[config.mk]
export PLATFORM = sky130hd
export DESIGN_NAME = gic_arbiter
export DESIGN_NICKNAME = d
export VERILOG_FILES = /design/src/rtl/gic_arbiter.sv
export SDC_FILE = /design/constraint.sdc
export NUM_CORES = 1
export LEC_CHECK = 0
export ABC_CLOCK_PERIOD_IN_PS = 2290
export CELL_PAD_IN_SITES_DETAIL_PLACEMENT = 0
export CELL_PAD_IN_SITES_GLOBAL_PLACEMENT = 1
export CORE_AREA = 2 2 174 176
export DETAILED_ROUTE_END_ITERATION = 12
export DIE_AREA = 0 0 176 178
export GPL_ROUTABILITY_DRIVEN = 0
export HOLD_SLACK_MARGIN = 0.06
export PLACE_DENSITY = 0.76
export SLEW_MARGIN = 0
export SYNTH_ARGS = -nofsm -noshare
export SYNTH_HDL_FRONTEND = slang
export SYNTH_SLANG_ARGS = --single-unit
[constraint.sdc]
create_clock -name wb_clk_i -period 2.29 [get_ports wb_clk_i]
set_input_delay 0.229 -clock wb_clk_i [delete_from_list [all_inputs] [get_ports wb_clk_i]]
set_output_delay 0.229 -clock wb_clk_i [all_outputs]
set_load 0.02 [all_outputs]
[src/rtl/gic_arbiter.sv]
// Round-robin Wishbone arbiter in front of the single GIC master link.
// One grant per bus cycle, idle cycle between transactions, timeout abort.
module gic_arbiter #(
    parameter int NUM_MASTERS = 4,
    parameter int TIMEOUT     = 255
) (
    input  logic                      wb_clk_i,
    input  logic                      wb_rst_n_i,
    input  logic [NUM_MASTERS-1:0]    m_cyc_i,
    input  logic [NUM_MASTERS-1:0]    m_stb_i,
    input  logic [NUM_MASTERS-1:0]    m_we_i,
    input  logic [4*NUM_MASTERS-1:0]  m_sel_i,
    input  logic [32*NUM_MASTERS-1:0] m_adr_i,
    input  logic [32*NUM_MASTERS-1:0] m_dat_i,
    output logic [31:0]               m_dat_o,
    output logic [NUM_MASTERS-1:0]    m_ack_o,
    output logic [NUM_MASTERS-1:0]    m_err_o,
    output logic [NUM_MASTERS-1:0]    m_rty_o,
    output logic                      s_cyc_o,
    output logic                      s_stb_o,
    output logic                      s_we_o,
    output logic [3:0]                s_sel_o,
    output logic [31:0]               s_adr_o,
    output logic [31:0]               s_dat_o,
    output logic [2:0]                s_cti_o,
    output logic [1:0]                s_bte_o,
    input  logic [31:0]               s_dat_i,
    input  logic                      s_ack_i,
    input  logic                      s_err_i,
    input  logic                      s_rty_i,
    output logic [NUM_MASTERS-1:0]    grant_o
);

    localparam int LW = $clog2(NUM_MASTERS);
    localparam int CW = $clog2(TIMEOUT + 1);
    localparam logic [CW-1:0] CNT_LAST = CW'(TIMEOUT - 1);

    typedef enum logic [1:0] {IDLE, GRANT, DRAIN} state_e;

    state_e                 state_q, state_d;
    logic [NUM_MASTERS-1:0] grant_q, grant_d;
    logic [LW-1:0]          last_q, last_d;
    logic [CW-1:0]          cnt_q, cnt_d;

    logic [NUM_MASTERS-1:0] req;
    logic                   g_cyc, g_stb, done, tmo, found;
    int                     idx;

    assign req     = m_cyc_i & m_stb_i;
    assign g_cyc   = |(m_cyc_i & grant_q);
    assign g_stb   = |(m_stb_i & grant_q);
    assign done    = s_ack_i | s_err_i | s_rty_i;
    assign tmo     = (cnt_q == CNT_LAST);
    assign m_dat_o = s_dat_i;
    assign s_cti_o = 3'b000;
    assign s_bte_o = 2'b00;
    assign grant_o = grant_q;

    always_ff @(posedge wb_clk_i or negedge wb_rst_n_i) begin
        if (!wb_rst_n_i) begin
            state_q <= IDLE;
            grant_q <= '0;
            last_q  <= LW'(NUM_MASTERS - 1);
            cnt_q   <= '0;
        end else begin
            state_q <= state_d;
            grant_q <= grant_d;
            last_q  <= last_d;
            cnt_q   <= cnt_d;
        end
    end

    always_comb begin
        state_d = state_q;
        grant_d = grant_q;
        last_d  = last_q;
        cnt_d   = cnt_q;
        found   = 1'b0;
        idx     = 0;
        s_cyc_o = 1'b0;
        s_stb_o = 1'b0;
        s_we_o  = 1'b0;
        s_sel_o = '0;
        s_adr_o = '0;
        s_dat_o = '0;
        m_ack_o = '0;
        m_err_o = '0;
        m_rty_o = '0;
        unique case (state_q)
            IDLE: begin
                if (|req) begin
                    // Search starts just after the last winner and wraps.
                    for (int i = 1; i <= NUM_MASTERS; i++) begin
                        idx = (int'(last_q) + i) % NUM_MASTERS;
                        if (!found && req[idx]) begin
                            found        = 1'b1;
                            grant_d      = '0;
                            grant_d[idx] = 1'b1;
                            last_d       = LW'(idx);
                        end
                    end
                    cnt_d   = '0;
                    state_d = GRANT;
                end
            end
            GRANT: begin
                for (int k = 0; k < NUM_MASTERS; k++) begin
                    if (grant_q[k]) begin
                        s_we_o  = m_we_i[k];
                        s_sel_o = m_sel_i[4*k +: 4];
                        s_adr_o = m_adr_i[32*k +: 32];
                        s_dat_o = m_dat_i[32*k +: 32];
                    end
                end
                if (!g_cyc) begin
                    state_d = DRAIN;
                    grant_d = '0;
                    cnt_d   = '0;
                end else if (done) begin
                    s_cyc_o = 1'b1;
                    s_stb_o = g_stb;
                    m_ack_o = grant_q & {NUM_MASTERS{s_ack_i}};
                    m_err_o = grant_q & {NUM_MASTERS{s_err_i}};
                    m_rty_o = grant_q & {NUM_MASTERS{s_rty_i}};
                    state_d = DRAIN;
                    grant_d = '0;
                    cnt_d   = '0;
                end else if (tmo) begin
                    // Dead link: cut the cycle and fail the master.
                    m_err_o = grant_q;
                    state_d = DRAIN;
                    grant_d = '0;
                    cnt_d   = '0;
                end else begin
                    s_cyc_o = 1'b1;
                    s_stb_o = g_stb;
                    cnt_d   = cnt_q + 1'b1;
                end
            end
            DRAIN: begin
                grant_d = '0;
                state_d = IDLE;
            end
            default: begin
                grant_d = '0;
                state_d = IDLE;
            end
        endcase
    end

endmodule
==> impl_results.md <==
* Status: finished clean
* Reg clk slew, reported paths at 0.05 ns
* FF-to-FF path depth at 6
* Final setup fails at 0
* Routed WL at 22700 um
* Post-synth top cells: 76 x nor2_1, 75 x nor3_1, 73 x a21oi_1
* Root buffer cell: clkbuf_16
* Area growth syn-to-layout at 114%
* Yosys cell types at 51
* Largest net degree at the start of global routing at 72
* Layer with the highest usage: met2
* Vias in the first global route at 5675
* RSZ-0062 raised after global routing: yes
* Die area at 31300 um^2
* Routing usage on met1 at 15.9%
* Top-count cell post-synth: nor2_1
* Total track usage at 12.6%
* CP startpoint: grant_o[0]
* Core Util, Final at 28.2%
* Inserted Diodes at 0
* Worst setup EP type: output pin
* Peak supply drop at 0.297 mV
* Worst hold-check path type: in -> async
* Synth Warn # at 0
* Mapped Area at 3880 um^2
* # DRC at 0
* Synthesized area per cell at 6.43 um^2
* Die Wd at 176 um
* Fin area at 8300 um^2
* Row cnt at 63
* Seq cells post-synth at 16
* Non-filler instance count after layout at 1342
* PwrDens at 735 nW/um^2
* Share of the synthesized area in the top cell type at 15.6%
* Core ar. at 29400 um^2
* H-tree depth at 1
* Setup TNS at 0 ns
* Crit Path Max Fanout at 16
* Fin nets at 1280
* Max cap viols at 0
* Max-slew headroom at 52.6%
* Crit path time final at 2.27 ns
* Share of cells above drive strength 1 at 13.6%
* R2R setup slack at 0.16 ns
* 1st-pass router iterations at 6
* Commonest register cell after synthesis: dfrtp_1
* Final Max Tran Viols at 0
* CTS buffer count at 3
* Final hold viol count at 0
* Area leader, netlist: a221oi_1
* GR Overflow Total at 0
* Asr flop ratio synth at 100%
* DP Worst Slack at -0.291 ns
* Slew @ Worst Pin at 0.706 ns
* DP HPWL at 17500 um
* Post-synth EDFFs at 0
* Fmax at 441 MHz
* Crit Reg-Reg Startpoint: last_q[0]
* First DRT Iteration DRCs at 270
* Io pins at 445
* CP Launch Type: register
* M3 GR Usage at 1.58%
* Seq/Total Area, Yosys at 10.4%
* CTS Sinks at 16
* First-pass GRT wire length at 31700 um
* Skew final at 0.000456 ns
* Crit path arrival time at 2.04 ns
* Crit path to: s_dat_o[19]
* Per-cell routed wire length at 16.9 um
* Final setup margin at 0.0231 ns
* Antenna Nets Post-Route at 0
* Post-Syn Instances at 603
* Period utilization at 99.0%
* Critical path type: reg -> out
* CTS tree: built
* Req. time, crit path at 2.06 ns
* Leakage Power at 3.26 nW
* FF-to-FF End: grant_o[1]
* Total number of vias at 5988
* Die height at 178 um
* Input/output buffers at 375
* GRT met2 Usage at 22.9%
* Tot Pwr at 6.10 mW
* Area contributors post-synth: a221oi_1 16%, nor2b_1 11%, nor3_1 9.7%
* Vias per cell at 4.46
* Clock Path Buffers at 2
* Tightest hold margin at 0.313 ns
* Initial antenna violation count at 0
* DP Cell Count at 1331
* Worst-Skew Late Latency at 0.24 ns
* Initial Util at 13.2%
* Post-DP Area at 8190 um^2
where the power goes:
group	total (mW)	internal, mW	switching (mW)
logic	5.28	2.43	2.84
clock network	0.383	0.266	0.117
registers	0.441	0.364	0.0776
metal layers:
| metal | vias to the layer above | share of wire, % |
|---|---|---|
| li1 | 2906 | - |
| met1 | 2815 | 42 |
| met2 | 239 | 51 |
| met3 | 28 | 6.1 |
| met4 | 0 | 1.5 |
| met5 | - | 0 |
worst max-delay path, stage by stage (launching register included):
cell and delay (ns):
dfrtp_1 0.38, nor2b_4 0.16, buf_6 0.12, clkbuf_16 0.18, a221oi_2 0.36, nor3_1 0.08
a21oi_1 0.13, nor2_1 0.05, dlygate4sd2_1 0.33
layout by cell type (no fill, tap or decap), drive strengths merged, types with 9 or more instances in the layout:
| cell | synthesis | layout |
|---|---|---|
| a21oi | 73 | 73 |
| a221oi | 69 | 69 |
| buf | 42 | 64 |
| clkbuf | 54 | 32 |
| clkdlybuf4s15 | 0 | 12 |
| clkdlybuf4s50 | 0 | 292 |
| dfrtp | 14 | 14 |
| dlygate4sd2 | 0 | 41 |
| inv | 9 | 9 |
| nand2 | 15 | 15 |
| nor2 | 76 | 76 |
| nor2b | 70 | 70 |
| nor3 | 75 | 75 |
| o21ai | 14 | 14 |
registers in the layout, indices dropped and copies added, names as in the netlist:
register,cells
cnt_q,8
grant_o,4
last_q,2
state_q,2
timing repair:
action | 4_1_cts | 5_1_grt
hold endpoints to repair | 0 | 0
pin swaps | 0 | 2
gates resized for setup | 92 | 75
setup buffers | 0 | 4
cloned | 1 | 2
endpoints found under the setup margin | 84 | 59
hold buffers | 0 | 0
worst min path at each step:
stage / start / cells after the start / to
floorplan: wb_rst_n_i / 0 / cnt_q[0]
global placement: s_dat_i[20] / 0 / m_dat_o[20]
detailed placement: s_dat_i[20] / 0 / m_dat_o[20]
CTS: wb_rst_n_i / 1 / cnt_q[1]
global route: wb_rst_n_i / 1 / cnt_q[5]
finish: wb_rst_n_i / 1 / cnt_q[5]
cells by family after synthesis:
logic type	count (synthesis)	share of synthesized area, %
adders and majority gates	8	2.45
and+or+nand+nor	274	36.1
xor gates and xnor gates	1	0.226
buffers and inverters	105	14.1
AOI/OAI and AO/OA	195	35.3
DFF	16	10.4
other	1	0.0967
muxes	3	1.42
cell type report:
type / count / area [um^2]
well taps: 390 / 488
clock buffers: 4 / 88.8
fillers: 3174 / 21100
inverters: 9 / 33.8
multi-input cells: 486 / 3040
repair buffers: 437 / 4230
flip-flops and latches: 16 / 412
Note: power is estimated with default switching activity, not from simulation.
